--- src/rtl/motor_pkg.sv ---
// Shared definitions for the motor PWM driver.
//   motor_state_t : per-wheel FSM state, encoding is visible on the
//                   stateLeft/stateRight ports (IDLE=0, RAMP_UP=1, RUN=2,
//                   RAMP_DOWN=3).
//   DEF_*         : default parameter values used by the driver and channel.
package motor_pkg;

    typedef enum logic [1:0] {
        IDLE      = 2'd0,
        RAMP_UP   = 2'd1,
        RUN       = 2'd2,
        RAMP_DOWN = 2'd3
    } motor_state_t;

    localparam int unsigned DEF_PWM_W     = 8;
    localparam int unsigned DEF_DUTY_MAX  = 255;
    localparam int unsigned DEF_STEP      = 16;
    localparam int unsigned DEF_RAMP_DIV  = 4;
    localparam int unsigned DEF_BRAKE_CYC = 16;

endpackage

--- src/rtl/motor_pwm_channel.sv ---
// One wheel channel: run/stop FSM, ramped duty register, registered PWM
// compare against the shared counter and (optionally) a brake pulse.
// Optional feature macro: MOTOR_BRAKE_EN (hard stop with brake pulse instead
// of the soft ramp-down).
// Ports:
//   clk, reset  : clock, synchronous active-high reset
//   cmd         : run command (1 = run), sampled every clock
//   tick        : ramp tick from the driver (last cycle of a ramp period)
//   pwm_cnt     : shared PWM counter
//   pwm         : registered PWM output, one cycle behind the compare
//   duty        : current duty
//   state       : FSM state
//   brake       : brake pulse (MOTOR_BRAKE_EN only)
module motor_pwm_channel
    import motor_pkg::*;
#(
    parameter int unsigned PWM_W    = DEF_PWM_W,
    parameter int unsigned DUTY_MAX = DEF_DUTY_MAX,
    parameter int unsigned STEP     = DEF_STEP
`ifdef MOTOR_BRAKE_EN
    ,
    parameter int unsigned BRAKE_CYC = DEF_BRAKE_CYC
`endif
) (
    input  logic             clk,
    input  logic             reset,
    input  logic             cmd,
    input  logic             tick,
    input  logic [PWM_W-1:0] pwm_cnt,
    output logic             pwm,
    output logic [PWM_W-1:0] duty,
    output motor_state_t     state
`ifdef MOTOR_BRAKE_EN
    ,
    output logic             brake
`endif
);

    localparam logic [PWM_W:0]   STEP_X = (PWM_W+1)'(STEP);
    localparam logic [PWM_W:0]   MAX_X  = (PWM_W+1)'(DUTY_MAX);
    localparam logic [PWM_W-1:0] MAX_D  = PWM_W'(DUTY_MAX);

    // Ramp arithmetic is one bit wider than the duty so it can saturate
    // instead of wrapping.
    logic [PWM_W:0]   duty_x, up_sum, down_diff;
    logic [PWM_W-1:0] up_val, down_val;

    always_comb begin
        duty_x    = {1'b0, duty};
        up_sum    = duty_x + STEP_X;
        down_diff = duty_x - STEP_X;
        up_val    = (up_sum > MAX_X) ? MAX_D : up_sum[PWM_W-1:0];
        down_val  = (duty_x > STEP_X) ? down_diff[PWM_W-1:0] : '0;
    end

`ifdef MOTOR_BRAKE_EN
    localparam int unsigned BCW = (BRAKE_CYC > 1) ? $clog2(BRAKE_CYC) : 1;
    logic [BCW-1:0] brake_cnt;
`endif

    always_ff @(posedge clk) begin
        if (reset) begin
            state <= IDLE;
            duty  <= '0;
            pwm   <= 1'b0;
`ifdef MOTOR_BRAKE_EN
            brake     <= 1'b0;
            brake_cnt <= '0;
`endif
        end else begin
            // Duty only moves on the tick at the last count of a period,
            // so the compare never sees a mid-period change.
            pwm <= (pwm_cnt < duty);
            case (state)
                IDLE: begin
`ifdef MOTOR_BRAKE_EN
                    // A pulse only ever runs while IDLE; a new run
                    // command cuts it short.
                    if (brake) begin
                        if (cmd || brake_cnt == '0) brake <= 1'b0;
                        else                        brake_cnt <= brake_cnt - 1'b1;
                    end
`endif
                    if (cmd) state <= RAMP_UP;
                end
                RAMP_UP: begin
`ifdef MOTOR_BRAKE_EN
                    if (!cmd) begin
                        duty      <= '0;
                        state     <= IDLE;
                        brake     <= 1'b1;
                        brake_cnt <= BCW'(BRAKE_CYC - 1);
                    end else if (tick) begin
                        duty <= up_val;
                        if (up_val == MAX_D) state <= RUN;
                    end
`else
                    if (tick) duty <= up_val;
                    if (!cmd)                           state <= RAMP_DOWN;
                    else if (tick && up_val == MAX_D)   state <= RUN;
`endif
                end
                RUN: begin
`ifdef MOTOR_BRAKE_EN
                    if (!cmd) begin
                        duty      <= '0;
                        state     <= IDLE;
                        brake     <= 1'b1;
                        brake_cnt <= BCW'(BRAKE_CYC - 1);
                    end else begin
                        duty <= MAX_D;
                    end
`else
                    duty <= MAX_D;
                    if (!cmd) state <= RAMP_DOWN;
`endif
                end
                RAMP_DOWN: begin
                    if (tick) duty <= down_val;
                    if (cmd)                          state <= RAMP_UP;
                    else if (tick && down_val == '0)  state <= IDLE;
                end
                default: state <= IDLE;
            endcase
        end
    end

endmodule

--- src/rtl/motor_pwm_driver.sv ---
// Two-wheel soft-start/soft-stop PWM driver between the line-follower FSM
// and the H-bridge. Holds the shared PWM counter and the ramp divider and
// instantiates one motor_pwm_channel per wheel.
// Optional feature macro: MOTOR_BRAKE_EN (adds brakeLeft/brakeRight).
// Ports:
//   clk, reset              : clock, synchronous active-high reset
//   motorLeft, motorRight   : wheel run commands
//   pwmLeft, pwmRight       : wheel PWM outputs
//   dutyLeft, dutyRight     : current duties
//   stateLeft, stateRight   : FSM states (IDLE=0 RAMP_UP=1 RUN=2 RAMP_DOWN=3)
//   brakeLeft, brakeRight   : brake pulses (MOTOR_BRAKE_EN only)
module motor_pwm_driver
    import motor_pkg::*;
#(
    parameter int unsigned PWM_W     = DEF_PWM_W,
    parameter int unsigned DUTY_MAX  = DEF_DUTY_MAX,
    parameter int unsigned STEP      = DEF_STEP,
    parameter int unsigned RAMP_DIV  = DEF_RAMP_DIV,
    parameter int unsigned BRAKE_CYC = DEF_BRAKE_CYC
) (
    input  logic             clk,
    input  logic             reset,
    input  logic             motorLeft,
    input  logic             motorRight,
    output logic             pwmLeft,
    output logic             pwmRight,
    output logic [PWM_W-1:0] dutyLeft,
    output logic [PWM_W-1:0] dutyRight,
    output logic [1:0]       stateLeft,
    output logic [1:0]       stateRight
`ifdef MOTOR_BRAKE_EN
    ,
    output logic             brakeLeft,
    output logic             brakeRight
`endif
);

    if (DUTY_MAX >= (1 << PWM_W) || STEP == 0 || RAMP_DIV == 0 || BRAKE_CYC == 0) begin : g_bad_cfg
        $error("motor_pwm_driver: illegal parameter combination");
    end

    localparam int unsigned DIV_W = (RAMP_DIV > 1) ? $clog2(RAMP_DIV) : 1;

    logic [PWM_W-1:0] pwm_cnt;
    logic [DIV_W-1:0] div_cnt;
    logic             period_end, div_last, ramp_tick;
    motor_state_t     state_left, state_right;

    assign period_end = (pwm_cnt == '1);
    assign div_last   = (div_cnt == DIV_W'(RAMP_DIV - 1));
    assign ramp_tick  = period_end && div_last;
    assign stateLeft  = state_left;
    assign stateRight = state_right;

    always_ff @(posedge clk) begin
        if (reset) begin
            pwm_cnt <= '0;
            div_cnt <= '0;
        end else begin
            pwm_cnt <= pwm_cnt + 1'b1;
            if (period_end) div_cnt <= div_last ? '0 : div_cnt + 1'b1;
        end
    end

    motor_pwm_channel #(
        .PWM_W    (PWM_W),
        .DUTY_MAX (DUTY_MAX),
        .STEP     (STEP)
`ifdef MOTOR_BRAKE_EN
        ,
        .BRAKE_CYC(BRAKE_CYC)
`endif
    ) u_left (
        .clk     (clk),
        .reset   (reset),
        .cmd     (motorLeft),
        .tick    (ramp_tick),
        .pwm_cnt (pwm_cnt),
        .pwm     (pwmLeft),
        .duty    (dutyLeft),
        .state   (state_left)
`ifdef MOTOR_BRAKE_EN
        ,
        .brake   (brakeLeft)
`endif
    );

    motor_pwm_channel #(
        .PWM_W    (PWM_W),
        .DUTY_MAX (DUTY_MAX),
        .STEP     (STEP)
`ifdef MOTOR_BRAKE_EN
        ,
        .BRAKE_CYC(BRAKE_CYC)
`endif
    ) u_right (
        .clk     (clk),
        .reset   (reset),
        .cmd     (motorRight),
        .tick    (ramp_tick),
        .pwm_cnt (pwm_cnt),
        .pwm     (pwmRight),
        .duty    (dutyRight),
        .state   (state_right)
`ifdef MOTOR_BRAKE_EN
        ,
        .brake   (brakeRight)
`endif
    );

endmodule

--- config.mk ---
export PLATFORM = sky130hd
export DESIGN_NAME = motor_pwm_driver
export DESIGN_NICKNAME = d
export VERILOG_FILES = /design/src/rtl/motor_pkg.sv /design/src/rtl/motor_pwm_channel.sv /design/src/rtl/motor_pwm_driver.sv
export SDC_FILE = /design/constraint.sdc
export NUM_CORES = 1
export LEC_CHECK = 0
export CAP_MARGIN = 15
export CORE_MARGIN = 2
export CORE_UTILIZATION = 40
export DETAILED_ROUTE_END_ITERATION = 16
export HOLD_SLACK_MARGIN = 0.06
export SYNTH_ARGS = -nofsm -noshare
export SYNTH_HDL_FRONTEND = slang
export SYNTH_SLANG_ARGS = --single-unit
--- constraint.sdc ---
create_clock -name clk -period 3.17 [get_ports clk]
set_input_delay 0.317 -clock clk [delete_from_list [all_inputs] [get_ports clk]]
set_output_delay 0.317 -clock clk [all_outputs]
set_load 0.1 [all_outputs]
==> results of run 1 <==
[power by group]
group          internal, mW  switching (mW)  total, mW
sequential            0.475           0.134      0.609
combinational         0.465           0.991       1.46
clock                 0.153           0.162      0.315
total                  1.09            1.29       2.38
[area by class of cell]
type                            count  area, um^2
Inverter                           21       78.83
Multi-Input combinational cell    229        1752
Clock inverter                      3       18.77
Timing Repair Buffer               27       247.7
Sequential cell                    32       640.6
Tap cell                           77       96.34
Clock buffer                        5       68.82
Fill cell                         621        3338
[logic make-up (layout without fill, tap and decap cells)]
logic type | Yosys count | count (layout)
and+or+nand+nor | 101 | 101
DFF | 32 | 32
xor gates and xnor gates | 7 | 7
muxes | 8 | 8
adders and majority gates | 34 | 34
AOI/OAI and AO/OA | 79 | 79
buffers and inverters | 34 | 56
[through the flow]
| stage | cells | hold WS (ns) | util [%] |
|---|---|---|---|
| after floorplan | 295 | 0.4550 | - |
| after global placement | 386 | 0.4836 | 45.11 |
| after detailed placement | 386 | 0.4986 | 45.11 |
| after CTS | 394 | 0.5189 | 46.51 |
| after global routing | 394 | 0.5631 | 46.51 |
| final | 394 | 0.5090 | 46.51 |
[worst max-delay path by stage]
stage / cells past startpoint / slack [ns] / endpoint
6_report: 7 / 0.74 / u_right.state[0]$_SDFFE_PP0P_
5_1_grt: 7 / 0.52 / u_right.state[0]$_SDFFE_PP0P_
4_1_cts: 7 / 0.75 / u_right.state[0]$_SDFFE_PP0P_
3_5_place_dp: 7 / 0.77 / u_right.state[0]$_SDFFE_PP0P_
3_3_place_gp: 7 / 0.87 / u_left.duty[3]$_SDFFE_PP0P_
2_1_floorplan: 8 / 0.27 / u_right.state[0]$_SDFFE_PP0P_
[per-layer routing]
layer / share of wire [%] / GRT usage, % / up-vias
met5: 0 / 0 / -
met4: 0.53 / 3.959 / 0
met3: 3.7 / 3.165 / 2
met2: 44 / 28.65 / 43
met1: 51 / 25.23 / 1037
li1: - / - / 1140
[layout by cell type (no fill, tap or decap), types with 2 or more instances in the layout]
| master | instances |
|---|---|
| sky130_fd_sc_hd__nand2_1 | 9 |
| sky130_fd_sc_hd__clkinv_2 | 2 |
| sky130_fd_sc_hd__o21ai_0 | 4 |
| sky130_fd_sc_hd__a21o_1 | 9 |
| sky130_fd_sc_hd__a21oi_1 | 13 |
| sky130_fd_sc_hd__nor2b_1 | 9 |
| sky130_fd_sc_hd__inv_1 | 20 |
| sky130_fd_sc_hd__nand3_1 | 9 |
| sky130_fd_sc_hd__o32ai_1 | 4 |
| sky130_fd_sc_hd__o211ai_1 | 3 |
| sky130_fd_sc_hd__buf_4 | 9 |
| sky130_fd_sc_hd__o21ai_1 | 2 |
| sky130_fd_sc_hd__mux2i_1 | 6 |
| sky130_fd_sc_hd__a211oi_1 | 11 |
| sky130_fd_sc_hd__nand4_1 | 9 |
| sky130_fd_sc_hd__nor2_1 | 23 |
| sky130_fd_sc_hd__o31a_1 | 2 |
| sky130_fd_sc_hd__a311oi_1 | 2 |
| sky130_fd_sc_hd__a211o_1 | 2 |
| sky130_fd_sc_hd__xnor2_1 | 2 |
| sky130_fd_sc_hd__ha_1 | 34 |
| sky130_fd_sc_hd__nor3_1 | 9 |
| sky130_fd_sc_hd__a221oi_1 | 3 |
| sky130_fd_sc_hd__nand2b_1 | 13 |
| sky130_fd_sc_hd__clkbuf_8 | 5 |
| sky130_fd_sc_hd__or3_1 | 3 |
| sky130_fd_sc_hd__xor2_1 | 5 |
| sky130_fd_sc_hd__nor4b_2 | 2 |
| sky130_fd_sc_hd__dfxtp_1 | 32 |
| sky130_fd_sc_hd__and4_1 | 3 |
| sky130_fd_sc_hd__a31oi_1 | 5 |
| sky130_fd_sc_hd__a211oi_2 | 2 |
| sky130_fd_sc_hd__o31ai_1 | 4 |
| sky130_fd_sc_hd__and3_1 | 3 |
| sky130_fd_sc_hd__a2111oi_0 | 2 |
| sky130_fd_sc_hd__clkdlybuf4s50_1 | 18 |
[critical path, delay by kind of cell, from the launching register on]
family	cells	cell delay, ns
compound gates	3	0.50
buf+inv	1	0.19
simple gates	1	0.29
fa+ha+maj	1	0.40
flops	1	0.58
mux	1	0.36
[synth_stat cells (all sizes together) (9+ instances only)]
library cell and n:
dfxtp 32, nand3 9, nand4 9, nor2 23, nand2 9, nand2b 14
ha 34, inv 20, a21o 9, a211oi 13, nor2b 9, a21oi 13
nor3 10
[registers in the layout, indices dropped and copies added (netlist names)]
signal,count
u_right.pwm,1
u_right.duty,8
u_left.state,2
pwm_cnt,8
u_right.state,2
div_cnt,2
u_left.pwm,1
u_left.duty,8
==> impl_metrics.py, run 1 <==
metrics = {
    "global_route": {
        "initial_antenna_violation_count": 0,
        "wire_length_of_the_first_global_routing_pass_um": 10430,
        "number_of_global_route_vias_before_repair": 2188,
        "track_usage_pct": 17.91,
        "globalRouteOverflowTotal": 0,
        "grt_start_max_net_pins": 25,
    },
    "cts": {
        "number_of_clock_sinks": 32,
        "clk_transition_reported_paths_ns": 0.08,
        "clock_tree_from_tritoncts": "done",
        "postCtsHoldBufs": 0,
        "ctsLongestPathBuffers": 2,
        "clock_tree.htree_level_count": 2,
        "insertion_delay_ns": 0.28,
        "numCtsBuffers": 5,
        "clock_tree.root_cell": "sky130_fd_sc_hd__clkbuf_8",
        "cts-resized-gates": 0,
        "postCtsSetupRepairBufs": 0,
    },
    "synthesis": {
        "simple_gate_fraction_of_synth_area_pct": 22.61,
        "synth_seq_area_share_pct": 25.27,
        "postSynthRegisterBits": 32,
        "netlist.area_leader.share_pct": 25.27,
        "synthXorXnorAreaFrac_pct": 2.419,
        "postSynth.asyncResetShare_pct": 0,
        "synth_mux_area_share_pct": 3.406,
        "edff_count_synth": 0,
        "synthDistinctLibCells": 59,
        "synth_compound_gate_area_share_pct": 23.89,
        "synth_top_cell_by_area": "sky130_fd_sc_hd__dfxtp_1",
        "post_synth.cell_area_avg_um2": 8.593,
        "main_combinational_cell_family_by_area_after_synthesis": "compound AO/OA/AOI/OAI gates",
        "yosysWarningCount": 0,
        "syn_inst": 295,
        "synthFlopType": "sky130_fd_sc_hd__dfxtp_1",
        "adder_cell_fraction_of_synth_area_pct": 16.78,
        "syn_nets": 333,
        "synthesis.area_mm2": 0.002535,
        "post_synth_main_area_contributors": "sky130_fd_sc_hd__dfxtp_1 (25%), sky130_fd_sc_hd__ha_1 (17%), sky130_fd_sc_hd__nor2_1 (3.4%)",
    },
    "timing": {
        "rsz0062_at_grt": "no",
        "timing_worst_slew_pin_value_ns": 0.9711,
        "timing.final.max_slew_violations": 0,
        "finalHoldViolations": 0,
        "max_slew_margin_pct": 35.06,
        "finalSetupViolations": 0,
        "finalWorstPathRequiredPeriod_ns": 2.434,
        "min_period_over_period_pct": 76.77,
        "final.setup.tns_ns": 0,
        "final_ws_setup_ns": 0.7364,
        "skew_ns": 0.005571,
        "maximum_clock_frequency_mhz": 410.9,
    },
    "outcome": {
        "run_status": "finished, final reports clean",
    },
    "worst_setup_path": {
        "critical_path.max_fanout": 13,
        "reg2reg_setup_slack_ns": 0.74,
        "start_kind": "flip-flop",
        "critical_setup_path_kind": "flip-flop to flip-flop",
        "r2r_cells": 7,
        "critical_path.reg2reg.startpoint": "u_right.duty[4]$_SDFFE_PP0P_",
        "cp_cell_sequence": "inv_1 > ha_1 > a211o_1 > o211ai_1 > a211oi_1 > nor3_1 > mux2_1",
        "critPathCaptureType": "flip-flop",
        "required_ns": 3.34,
        "worst_path_max_delay_cell": "sky130_fd_sc_hd__dfxtp_1",
        "timing.critical_path.slowest_cell_delay_ns": 0.58,
        "critical_path_arrival_ns": 2.60,
        "r2r_end": "u_right.state[0]$_SDFFE_PP0P_",
        "critPathLaunch": "u_right.duty[4]$_SDFFE_PP0P_",
    },
    "cells_and_area": {
        "finish.net_count": 354,
        "n_antenna_cell": 0,
        "final_design_area_no_fill_mm2": 0.002903,
        "area_growth_syn_to_layout_pct": 14.51,
        "drive_gt1_share_pct": 9.148,
    },
    "die": {
        "initial_utilization_pct": 40.62,
        "core-area_mm2": 0.006241,
        "chipHeight_um": 83.61,
        "cell_rows": 29,
        "num_io_pins": 26,
        "die_w_um": 83.61,
        "die_area_mm2": 0.006990,
    },
    "power": {
        "static-leakage-power_nw": 1.139,
        "power.ir.vdd_worst_v": 0.0006075,
        "post-layout-total-power_mw": 2.381,
        "power_density_mw_per_mm2": 820.1,
    },
    "route": {
        "routed_wl_um": 5862,
        "detail_route.wl_per_cell_um": 14.88,
        "number_of_routed_nets_with_antenna_violations": 0,
        "drt-initial-drc-count": 188,
        "drt_pass1_iterations": 4,
        "route.vias.total": 2222,
        "vias_per_instance": 5.640,
        "post-route-drc-count": 0,
    },
    "hold_path": {
        "worst_hold_startpoint": "div_cnt[1]$_SDFFE_PP0N_",
        "worst_case_hold_path_end_point": "div_cnt[1]$_SDFFE_PP0N_",
        "hold_path_depth": 2,
        "min_path_type": "flip-flop to flip-flop",
    },
    "placement": {
        "port-buffer-count": 25,
        "dpl_hpwl_um": 4380,
        "replace_congestion": 0.9006,
        "dp_worst_setup_slack_ns": 0.7719,
        "dpl_cell_area_mm2": 0.002815,
    },
    "flow_run": {
        "max-cap-violations": 0,
    },
}
(Power assumes the default switching activity.)
==> inputs of run 2 (changes only) <==
- clock period: 3.17 -> 2.4 ns (I/O delays scaled with it)
==> run 2 against run 1 <==
  * Clock skew shrank 0.0014 ns
  * Count of clock-buffer cells in the layout grew 1
  * Worst setup slack lost 0.48 ns
  * Die area is the same
  * Fmax grew 13%
  * Critical path depth is the same
  * First-iteration DRC count shrank 37%
  * Non-clock buffer count grew 11
  * Combinational power grew 36%
  * Cell count grew 2.8%
  * Clock power grew 46%
  * Design area grew 2.5%
  * Largest cell class unchanged
==> impl_metrics.py, run 2 (same netlist as run 1, synthesis figures left out) <==
metrics = {
    "outcome": {
        "run_status": "finished, final reports clean",
    },
    "flow_run": {
        "max-cap-violations": 0,
    },
    "timing": {
        "holdWs_ns": 0.5073,
        "finalWorstPathRequiredPeriod_ns": 2.148,
        "finalHoldViolations": 0,
        "timing_worst_slew_pin_value_ns": 0.6789,
        "max_slew_margin_pct": 54.74,
        "timing.final.max_slew_violations": 0,
        "skew_ns": 0.004127,
        "maximum_clock_frequency_mhz": 465.5,
        "rsz0062_at_grt": "no",
        "min_period_over_period_pct": 89.51,
        "finalSetupViolations": 0,
    },
    "die": {
        "core-area_mm2": 0.006241,
        "cell_rows": 29,
        "die_w_um": 83.61,
        "chipHeight_um": 83.61,
        "die_area_mm2": 0.006990,
        "num_io_pins": 26,
        "initial_utilization_pct": 40.62,
    },
    "route": {
        "drt-initial-drc-count": 119,
        "detail_route.wl_per_cell_um": 15.06,
        "route.vias.total": 2282,
        "routed_wl_um": 6099,
        "vias_per_instance": 5.635,
        "drt_pass1_iterations": 5,
        "number_of_routed_nets_with_antenna_violations": 0,
        "post-route-drc-count": 0,
    },
    "cts": {
        "numCtsBuffers": 5,
        "cts-resized-gates": 0,
        "postCtsSetupRepairBufs": 0,
        "clock_tree_from_tritoncts": "done",
        "insertion_delay_ns": 0.29,
        "postCtsHoldBufs": 0,
        "clock_tree.htree_level_count": 2,
        "number_of_clock_sinks": 32,
        "ctsLongestPathBuffers": 2,
        "clock_tree.root_cell": "sky130_fd_sc_hd__clkbuf_8",
        "clk_transition_reported_paths_ns": 0.07,
    },
    "global_route": {
        "wire_length_of_the_first_global_routing_pass_um": 10470,
        "track_usage_pct": 18.16,
        "globalRouteOverflowTotal": 0,
        "initial_antenna_violation_count": 0,
        "grt_start_max_net_pins": 18,
        "number_of_global_route_vias_before_repair": 2204,
    },
    "worst_setup_path": {
        "critical_path.reg2reg.startpoint": "u_right.duty[4]$_SDFFE_PP0P_",
        "cp_cell_sequence": "inv_1 > ha_1 > a211o_1 > o211ai_1 > a211oi_1 > nor3_1 > mux2_1",
        "critical_setup_path_kind": "flip-flop to flip-flop",
        "worst_path_max_delay_cell": "sky130_fd_sc_hd__dfxtp_4",
        "critPathCaptureType": "flip-flop",
        "r2r_end": "u_right.state[0]$_SDFFE_PP0P_",
        "start_kind": "flip-flop",
        "r2r_cells": 7,
        "reg2reg_setup_slack_ns": 0.25,
        "critical_path_arrival_ns": 2.32,
        "timing.critical_path.slowest_cell_delay_ns": 0.42,
        "required_ns": 2.57,
        "critical_path.max_fanout": 13,
    },
    "cells_and_area": {
        "filler_instances": 612,
        "n_antenna_cell": 0,
        "final_core_util_pct": 47.67,
        "post_layout_nonfiller_instances": 405,
        "commonest_non_fill_non_tap_cell_in_the_layout": "sky130_fd_sc_hd__buf_4",
        "multi_input_area_mm2": 0.001752,
        "final_design_area_no_fill_mm2": 0.002975,
        "finish.net_count": 365,
        "most_used_cells_in_the_layout_excluding_fill_and_tap_cells": "sky130_fd_sc_hd__buf_4 (35), sky130_fd_sc_hd__ha_1 (34), sky130_fd_sc_hd__nor2_1 (23)",
        "drive_gt1_share_pct": 19.82,
        "area_growth_syn_to_layout_pct": 17.37,
        "biggest_regs": "pwm_cnt (8), u_left.duty (8), u_right.duty (8)",
        "layout.area.seq_um2": 660.6,
    },
    "hold_path": {
        "worst_hold_startpoint": "div_cnt[1]$_SDFFE_PP0N_",
        "worst_case_hold_path_end_point": "div_cnt[1]$_SDFFE_PP0N_",
        "min_path_type": "flip-flop to flip-flop",
        "hold_path_depth": 2,
    },
    "placement": {
        "dpl_cell_area_mm2": 0.002880,
        "placed_cells": 397,
        "dpl_hpwl_um": 4552,
        "replace_congestion": 0.9251,
        "port-buffer-count": 25,
    },
    "power": {
        "post-layout-total-power_mw": 3.252,
        "power_density_mw_per_mm2": 1093,
        "power.ir.vdd_worst_v": 0.0007072,
        "static-leakage-power_nw": 1.234,
    },
}
==> run 2: cell types whose count changed in the layout (fill, tap and decap cells not counted) <==
cell | before | now
sky130_fd_sc_hd__clkinv_4 | 1 | 0
sky130_fd_sc_hd__dfxtp_1 | 32 | 22
sky130_fd_sc_hd__dfxtp_4 | 0 | 3
sky130_fd_sc_hd__clkbuf_8 | 5 | 6
sky130_fd_sc_hd__dfxtp_2 | 0 | 7
sky130_fd_sc_hd__inv_4 | 0 | 2
sky130_fd_sc_hd__clkinv_2 | 2 | 0
sky130_fd_sc_hd__clkdlybuf4s50_1 | 18 | 3
sky130_fd_sc_hd__buf_4 | 9 | 35
==> run 2: cell type report <==
| class | count | share of cell area (%) |
|---|---|---|
| Inverter | 21 | 2.649 |
| Clock buffer | 6 | 2.775 |
| Multi-Input combinational cell | 229 | 58.87 |
| Tap cell | 77 | 3.238 |
| Timing Repair Buffer | 38 | 9.840 |
| Sequential cell | 32 | 22.20 |
| Clock inverter | 2 | 0.4205 |
==> run 2: metal layers <==
metal	up-vias	track usage (%)	part of all wire (%)
met5	-	0	0
met4	0	7.331	1.3
met3	5	3.561	4.5
met2	48	27.27	43
met1	1065	25.46	51
li1	1164	-	-
==> run 2: worst max-delay path, delay by kind of cell, from the launching register on <==
kind | cells | cell delay, ns
flip-flops | 1 | 0.42
AND/OR/NAND/NOR | 1 | 0.27
multiplexers | 1 | 0.35
buffers and inverters | 1 | 0.12
adder cells (fa/ha/maj) | 1 | 0.37
AO/OA/AOI/OAI | 3 | 0.50
==> run 2: per-stage QoR <==
step,setup TNS [ns],setup slack (ns)
after global routing,0,0.06684
after detailed placement,0,0.2578
after global placement,0,0.3097
final,0,0.2517
after floorplan,-0.01350,-0.01350
after CTS,0,0.2457
==> run 2: how the worst max path moves through the flow <==
stage	from	end	slack, ns
CTS	u_right.duty[4]$_SDFFE_PP0P_	u_right.state[0]$_SDFFE_PP0P_	0.25
global placement	pwm_cnt[0]$_SDFF_PP0_	u_right.state[0]$_SDFFE_PP0P_	0.31
detailed placement	u_right.duty[4]$_SDFFE_PP0P_	u_right.state[0]$_SDFFE_PP0P_	0.26
floorplan	u_right.duty[7]$_SDFFE_PP0P_	u_right.state[0]$_SDFFE_PP0P_	-0.01
finish	u_right.duty[4]$_SDFFE_PP0P_	u_right.state[0]$_SDFFE_PP0P_	0.25
global route	pwm_cnt[0]$_SDFF_PP0_	u_right.duty[7]$_SDFFE_PP0P_	0.07
==> run 2: where the power goes <==
| group | leakage, nW | switching, mW | internal, mW | total (mW) |
|---|---|---|---|---|
| combinational | 0.916 | 1.35 | 0.638 | 1.99 |
| clock | 0.0521 | 0.227 | 0.234 | 0.461 |
| sequential | 0.265 | 0.157 | 0.647 | 0.805 |
==> inputs of run 3 (changes only) <==
- SKIP_LAST_GASP: not set -> 1
==> results of run 3 <==
The final DEF is identical to that of run 2; final timing and power are the same.
